<file path="src/rtl/huffman_dec.sv">
// Serial six-symbol Huffman decoder, one bit per cycle.
// The code table is latched on tbl_load; symbols leave through a one-entry buffer.
module huffman_dec #(
  parameter int CODE_W = 8,
  parameter int CNT_W  = 16
) (
  input  logic              clk,
  input  logic              reset,
  input  logic              tbl_load,
  input  logic [CODE_W-1:0] HC1,
  input  logic [CODE_W-1:0] HC2,
  input  logic [CODE_W-1:0] HC3,
  input  logic [CODE_W-1:0] HC4,
  input  logic [CODE_W-1:0] HC5,
  input  logic [CODE_W-1:0] HC6,
  input  logic [CODE_W-1:0] M1,
  input  logic [CODE_W-1:0] M2,
  input  logic [CODE_W-1:0] M3,
  input  logic [CODE_W-1:0] M4,
  input  logic [CODE_W-1:0] M5,
  input  logic [CODE_W-1:0] M6,
  input  logic              bit_valid,
  input  logic              bit_in,
  output logic              bit_ready,
  output logic              sym_valid,
  output logic [2:0]        sym,
  input  logic              sym_ready,
  output logic              err,
  output logic              tbl_ok,
  output logic [CNT_W-1:0]  dec_cnt,
  output logic [CNT_W-1:0]  err_cnt
);

  localparam int LW = $clog2(CODE_W + 1);

  logic [CODE_W-1:0] hc_in [6];
  logic [CODE_W-1:0] m_in  [6];

  assign hc_in[0] = HC1;
  assign hc_in[1] = HC2;
  assign hc_in[2] = HC3;
  assign hc_in[3] = HC4;
  assign hc_in[4] = HC5;
  assign hc_in[5] = HC6;
  assign m_in[0]  = M1;
  assign m_in[1]  = M2;
  assign m_in[2]  = M3;
  assign m_in[3]  = M4;
  assign m_in[4]  = M5;
  assign m_in[5]  = M6;

  logic [CODE_W-1:0] hc_q [6];
  logic [LW-1:0]     ln_q [6];
  logic [5:0]        en_q;
  logic [LW-1:0]     max_len;
  logic [CODE_W-2:0] acc;
  logic [LW-1:0]     len;

  function automatic logic [LW-1:0] popcnt(
    input logic [CODE_W-1:0] v
  );
    logic [LW-1:0] c;
    c = '0;
    for (int i = 0; i < CODE_W; i++)
      c = c + LW'(v[i]);
    return c;
  endfunction

  logic [LW-1:0] ln_d [6];
  logic [5:0]    en_d;
  logic [LW-1:0] max_d;

  // An entry counts only if its mask is a nonzero run of ones from bit 0.
  always_comb begin
    en_d  = '0;
    max_d = '0;
    for (int i = 0; i < 6; i++) begin
      ln_d[i] = popcnt(m_in[i]);
      en_d[i] = (m_in[i] != '0) &&
                (((m_in[i] + CODE_W'(1)) & m_in[i]) == '0);
      if (en_d[i] && ln_d[i] > max_d)
        max_d = ln_d[i];
    end
  end

  logic [CODE_W-1:0] nacc;
  logic [LW-1:0]     nlen;
  logic              hit;
  logic [2:0]        sel;
  logic              accept;

  assign bit_ready = tbl_ok & ~sym_valid;
  assign accept    = bit_valid & bit_ready & ~tbl_load;
  assign nacc      = {acc, bit_in};
  assign nlen      = len + LW'(1);

  // Scan downward so the lowest matching index wins.
  always_comb begin
    hit = 1'b0;
    sel = '0;
    for (int i = 5; i >= 0; i--) begin
      if (en_q[i] && ln_q[i] == nlen && hc_q[i] == nacc) begin
        hit = 1'b1;
        sel = 3'(i + 1);
      end
    end
  end

  always_ff @(posedge clk) begin
    if (reset) begin
      for (int i = 0; i < 6; i++) begin
        hc_q[i] <= '0;
        ln_q[i] <= '0;
      end
      en_q      <= '0;
      max_len   <= '0;
      acc       <= '0;
      len       <= '0;
      sym_valid <= 1'b0;
      sym       <= '0;
      err       <= 1'b0;
      tbl_ok    <= 1'b0;
      dec_cnt   <= '0;
      err_cnt   <= '0;
    end else begin
      err <= 1'b0;
      if (sym_valid && sym_ready)
        sym_valid <= 1'b0;
      if (tbl_load) begin
        for (int i = 0; i < 6; i++) begin
          hc_q[i] <= hc_in[i] & m_in[i];
          ln_q[i] <= ln_d[i];
        end
        en_q    <= en_d;
        max_len <= max_d;
        tbl_ok  <= |en_d;
        acc     <= '0;
        len     <= '0;
        dec_cnt <= '0;
        err_cnt <= '0;
      end else if (accept) begin
        if (hit) begin
          sym       <= sel;
          sym_valid <= 1'b1;
          if (dec_cnt != '1)
            dec_cnt <= dec_cnt + CNT_W'(1);
          acc <= '0;
          len <= '0;
        end else if (nlen == max_len) begin
          err <= 1'b1;
          if (err_cnt != '1)
            err_cnt <= err_cnt + CNT_W'(1);
          acc <= '0;
          len <= '0;
        end else begin
          acc <= nacc[CODE_W-2:0];
          len <= nlen;
        end
      end
    end
  end

endmodule

</file>
<file path="config.mk">
export PLATFORM = sky130hd
export DESIGN_NAME = huffman_dec
export DESIGN_NICKNAME = d
export VERILOG_FILES = /design/src/rtl/huffman_dec.sv
export SDC_FILE = /design/constraint.sdc
export NUM_CORES = 1
export LEC_CHECK = 0
export ABC_AREA = 1
export CORE_ASPECT_RATIO = 1.2
export CORE_MARGIN = 3
export CORE_UTILIZATION = 50
export DETAILED_ROUTE_END_ITERATION = 7
export PLACE_DENSITY_LB_ADDON = 0.08
export RECOVER_POWER = 25
export SETUP_SLACK_MARGIN = 0.05
export SLEW_MARGIN = 15
export SYNTH_ARGS = -nofsm -noshare
export SYNTH_HDL_FRONTEND = slang
export SYNTH_SLANG_ARGS = --single-unit
</file>
<file path="constraint.sdc">
create_clock -name clk -period 7.9 [get_ports clk]
set_input_delay 0.79 -clock clk [delete_from_list [all_inputs] [get_ports clk]]
set_output_delay 0.79 -clock clk [all_outputs]
set_load 0.02 [all_outputs]
</file>
Word level (Yosys, flattened, before mapping)
Memories as Yosys holds them, arrays and structs flattened.
Cells that the tools add are included.
Cells by class
  add/subtract/negate cells: 51
  $mul: 0
  div/mod/pow operators: 0
  magnitude comparators: 6
  eq/ne operators: 15
  shift operators: 0
  multiplexer cells: 44
  bitwise operators: 31
  reduce and logical (&&, ||, !) cells: 43
Operators by type and width (count)
  4-bit by 1-bit adder with 4-bit output: 24
  8-bit bitwise AND: 12
  4-bit 2-to-1 mux: 14
  8-bit by 1-bit adder with 8-bit output (second input constant): 6
  8-bit == test: 6
  8-bit logical NOT: 6
  8-bit 2-to-1 mux: 6
  8-bit nonzero test: 6
  16-bit by 1-bit adder with 16-bit output (second input constant): 2
  16-bit != test (second input constant): 2
  4-bit == test: 7
  1-bit logical AND: 25
  3-bit by 1-bit adder with 4-bit output: 6
  4-bit > comparator: 5
  2-bit by 1-bit adder with 3-bit output: 6
  3-bit 2-to-1 mux: 6
  1-bit 2-to-1 mux: 16
  7-bit 2-to-1 mux: 2
  1-bit by 1-bit adder with 2-bit output: 6
  1-bit bitwise OR: 12
  3-bit AND reduction: 2
  6-bit OR reduction: 1
  4-bit by 1-bit adder with 4-bit output (second input constant): 1
  4-bit by 1-bit > comparator with 1-bit output (second input constant): 1
  other kinds (5): 10
Storage, ports and cells
  register bits after elaboration: 59
  latch bits: 0
  RAM bits: 72
  memory bits (read-only): 0
  input bits: 102
  output and inout bits: 39
  logic and storage cells: 202
  memories kept: 2
Memories
  hc_q: words 6, width 8, rd ports 6, clocked after memory_dff 0, write ports 6, line 52  | logic [CODE_W-1:0] hc_q [6];
  ln_q: words 6, width 4, rd ports 6, clocked after memory_dff 0, write ports 6, line 53  | logic [LW-1:0] ln_q [6];

Logic depth before layout (Yosys ltp)
Gate-level depths: netlist of the first run.
  word-level depth: 25
  mapped depth: 59
  gate-level depth less buffers: 59

Worst setup path before layout of the first run
Ideal clock, no wire load.
  kind: input to register
  start: input port M1[0]
  end: register max_len[0]
  library setup time: 0.112 ns
  data arrival time: 8.047 ns
  data required time: 7.788 ns
  slack: -0.259 ns
  stages: 56
  path buffers: 0
  cells stage by stage: inv_1 fa_1 fa_1 fa_1 inv_1 ha_1 inv_1 fa_1 inv_1 nor2_1 nand3_2 nand4_1 ha_1 nand2_1 inv_1 nand2_1 a21oi_2 nand2_4 (+20 left out) nand2_1 inv_1 nand2_1 inv_1 nand2_2 nand2_4 nand3_1 and2_1 ha_1 inv_1 o21bai_1 a221oi_1 a31oi_1 nand2_1 o21ai_0 inv_1 nand2_1 nand2_1
On the way
  word-level cells in the longest chain between the ends: 25
  elaborated cells between the ends (all ways): 30
  those cells by class: 8 x add/sub; 6 x order compare; 6 x mux; 1 x bitwise; 9 x reduce/logical
RTL lines
  start, declared: line 16  | input logic [CODE_W-1:0] M1,
  1-bit by 1-bit adder with 2-bit output: line 65  | c = c + LW'(v[i]);
  2-bit by 1-bit adder with 3-bit output: line 65
  3-bit by 1-bit adder with 4-bit output: line 65
  4-bit by 1-bit adder with 4-bit output (4 in series): line 65
  4-bit by 1-bit > comparator with 1-bit output: line 81  | if (en_d[i] && ln_d[i] > max_d)
  1-bit logical AND: line 81
  4-bit 2-to-1 mux *: line 81
  4-bit > comparator: line 81
  (+6 left out)
  1-bit logical AND: line 81
  4-bit 2-to-1 mux *: line 81
  4-bit > comparator: line 81
  1-bit logical AND: line 81
  4-bit 2-to-1 mux *: line 81
  4-bit > comparator: line 81
  1-bit logical AND: line 81
  4-bit 2-to-1 mux *: line 81
  end signal, assigned: line 135  | max_len <= max_d;
  end, declared: line 55  | logic [LW-1:0] max_len;
Every way passes the cells marked *; elsewhere a longest branch is shown, timed or not.
A chain may end at the register's enable or synchronous reset.

Worst setup path in the final report of the first run
  start: input port M1[3]
  end: register max_len[3]
On the way
  word-level cells in the longest chain between the ends: 23
  elaborated cells between the ends (all ways): 28
  those cells by class: 6 x add/sub; 6 x order compare; 6 x mux; 1 x bitwise; 9 x reduce/logical
RTL lines (line)
  3-bit by 1-bit adder with 4-bit output: 65
  4-bit by 1-bit adder with 4-bit output (4 in series): 65
  4-bit by 1-bit > comparator with 1-bit output: 81
  1-bit logical AND: 81
  4-bit 2-to-1 mux *: 81
  4-bit > comparator: 81
  1-bit logical AND: 81
  4-bit 2-to-1 mux *: 81
  (+4 left out)
  1-bit logical AND: 81
  4-bit 2-to-1 mux *: 81
  4-bit > comparator: 81
  1-bit logical AND: 81
  4-bit 2-to-1 mux *: 81
  4-bit > comparator: 81
  1-bit logical AND: 81
  4-bit 2-to-1 mux *: 81
Marked as above.

==> flow_summary.ini, run 1 <==
[outcome]
status = finished, violations left
violations = negative setup slack

[clock_network]
clk_root_buffer_cell = clkbuf_16
clock-sinks = 131
cts_tree = done
numCtsBuffers = 17
path_clk_slew_ns = 0.06
hold_buffers = 0
clk_latency_ns = 0.42
htreeDepth = 4
cts_buffer_depth = 2

[placement]
port_buffers = 140
hpwlAfterDp_mm = 18.8
place_inst = 1600
gp_congestion = 0.941

[global_routing]
grt_pass1_wl_mm = 40.1
grt_pass1_vias = 8349
grt_max_degree = 77
met1_usage = 0.317
grt_overflow_total = 0
antenna_found_initial = 0
grt.total_usage = 0.249
use_met3 = 0.0363
grt_use_met2 = 0.425
gr-max-usage-layer = met2

[synth]
ys_ff_latch = 131
synthTopCellsByArea = edfxtp_1, dfxtp_1, nand2_1
synth_top_area_frac = 0.232
netlist_area_um2 = 9340
yosys.cell_count.top_type = nand2_1
synthArstFlopShare = 0
ys_types = 56
synth_nets = 1375
avgSynthCellArea_um2 = 7.81
synth-seq-area-share = 0.358
synthCells = 1195
ys_top_cells_by_count = nand2_1, inv_1, nor2_1
yosysTopAreaCell = edfxtp_1
synthFlopType = edfxtp_1
synth_edf_count = 72
ys_warn_count = 0

[drt]
routed_wirelength_mm = 24.9
drc = 0
dr.pass1.iters = 5
ant_nets = 0
post_drt_wl_per_cell_um = 15.1
vias = 8647
drt-vias-per-instance = 5.26
drtIter0Drc = 634

[floorplan]
die_h_um = 156
coreArea_um2 = 18200
rows = 54
initial_utilization = 0.512
ioPinCount = 141
die_w_um = 131
dieArea_um2 = 20400

[critical_path]
startpoint = M1[3]
cp_slowest_stage_delay_ns = 0.57
cp_data_required_time_ns = 8.21
r2r-start = len[0]$_SDFFE_PP0P_
r2r_setup_slack_ns = 3.75
cpMostUsedCell = nand2_2
critPathSlowestCell = fa_2
start_kind = input pin
cp-end-kind = flip-flop
worstRegToRegCells = 16
critPathMaxFanout = 7
critPathKind = in -> reg
reg2reg_to = dec_cnt[9]$_SDFFE_PP0P_
worstSetupEndpoint = max_len[3]$_SDFFE_PP0P_
cp.arrival_ns = 8.28

[worst_hold_path]
holdPathStages = 2
hold_class = reg -> reg

[power]
powerDensity_nw_per_um2 = 198
p_leak_nw = 5.53
total_power_mw = 2.44
peakVddDrop_mv = 0.167

[final_layout]
fill_cells = 1503
nNetsFinal = 1588
area_growth_pct = 32.2
postLayoutCoreUtil = 0.677
diodes = 0
multi_input_area_um2 = 5310
drive_above_1_share = 0.161
seqCellArea_um2 = 3340
layout.cells.non_filler = 1645

[sta]
timing.slew.headroom = 0.183
post-route-period-util = 1.01
worst_hold_slack_ns = 0.468
setup_ws_ns = -0.0651
hold_viol = 0
worstMarginPinSlew_ns = 1.22
setup_viol = 4
fin_skew_ns = 0.00822
max_freq_mhz = 126
fin_crit_ns = 7.97
slew_violations = 0
rsz0062_at_grt = yes

[job]
maxCapViolations = 0
-- layout make-up --
| class | instances | share of cell area |
|---|---|---|
| Clock buffer | 22 | 0.0411 |
| Sequential cell | 131 | 0.271 |
| Tap cell | 224 | 0.0227 |
| Timing Repair Buffer | 221 | 0.162 |
| Clock inverter | 10 | 0.00953 |
| Multi-Input combinational cell | 832 | 0.430 |
| Inverter | 205 | 0.0630 |
-- sequential cells by signal (all words and copies together), names as in the netlist, 4 cells and up --
name / cells
max_len: 4
ln_q: 24
hc_q: 48
dec_cnt: 16
acc: 7
err_cnt: 16
en_q: 6
len: 4
-- worst max-delay path: cells and delay by family --
family / cells / cell delay, ns
compound gates: 9 / 1.15
fa+ha+maj: 10 / 3.57
buf+inv: 10 / 0.59
simple gates: 24 / 2.18
-- how the worst min path moves through the flow --
stage               slack (ns)               startpoint                       to
floorplan                 0.44  max_len[0]$_SDFFE_PP0P_  max_len[0]$_SDFFE_PP0P_
global placement          0.46  max_len[3]$_SDFFE_PP0P_  max_len[3]$_SDFFE_PP0P_
detailed placement        0.46  max_len[3]$_SDFFE_PP0P_  max_len[3]$_SDFFE_PP0P_
CTS                       0.47  max_len[3]$_SDFFE_PP0P_  max_len[3]$_SDFFE_PP0P_
global route              0.49  max_len[2]$_SDFFE_PP0P_  max_len[2]$_SDFFE_PP0P_
finish                    0.47  max_len[3]$_SDFFE_PP0P_  max_len[3]$_SDFFE_PP0P_
-- metal layers --
layer,vias up,share of wire
li1,4345,-
met1,3965,0.42
met2,285,0.50
met3,52,0.053
met4,0,0.027
met5,-,0
-- logic make-up after synthesis --
group | count (synthesis) | synth area share
adders and majority gates | 78 | 0.124
and+or+nand+nor | 561 | 0.278
xor gates and xnor gates | 49 | 0.0488
buffers and inverters | 232 | 0.0941
DFF | 131 | 0.358
AOI/OAI and AO/OA | 144 | 0.0969
-- cell usage in the layout, fill, tap and decap left out, types with 20 or more instances in the layout --
cell type and instances:
xor2_1 23, xnor2_1 23, o21ai_0 37, dfxtp_1 59, nand2_1 211, edfxtp_1 72, nand3_1 54, ha_1 48
fa_1 22, clkdlybuf4s50_1 119, nor4_1 22, a21oi_1 32, inv_1 189, nor2_1 146, nand2_2 22, buf_4 80
nor3_1 22, clkbuf_16 20, nand4_1 24
-- per-stage QoR --
step / setup WS (ns) / area (µm²) / setup TNS, ns
3_3_place_gp: -0.900 / 11500 / -3.58
2_1_floorplan: -0.143 / 9370 / -0.536
5_1_grt: -0.610 / 12300 / -2.36
3_5_place_dp: -1.09 / 11500 / -4.34
4_1_cts: 0.0510 / 12200 / 0
6_report: -0.0651 / 12300 / -0.212
-- power by group --
| group | internal [mW] | switching [mW] |
|---|---|---|
| clock network | 0.522 | 0.299 |
| registers | 0.764 | 0.0258 |
| logic | 0.391 | 0.442 |
| total | 1.68 | 0.766 |
-- repair_timing --
action                     4_1_cts  5_1_grt
setup buffers                   10        3
gates resized for setup         45       28
setup endpoints to repair        4        4
pin swaps                       40       31
No activity file was read; power rests on OpenSTA's default activity.
==> inputs of run 2 (changes only) <==
Settings changed: ABC_CLOCK_PERIOD_IN_PS from default to 7900.
==> results of run 2 <==
Same layout as run 1: the final DEF is identical, and so are final timing and power.
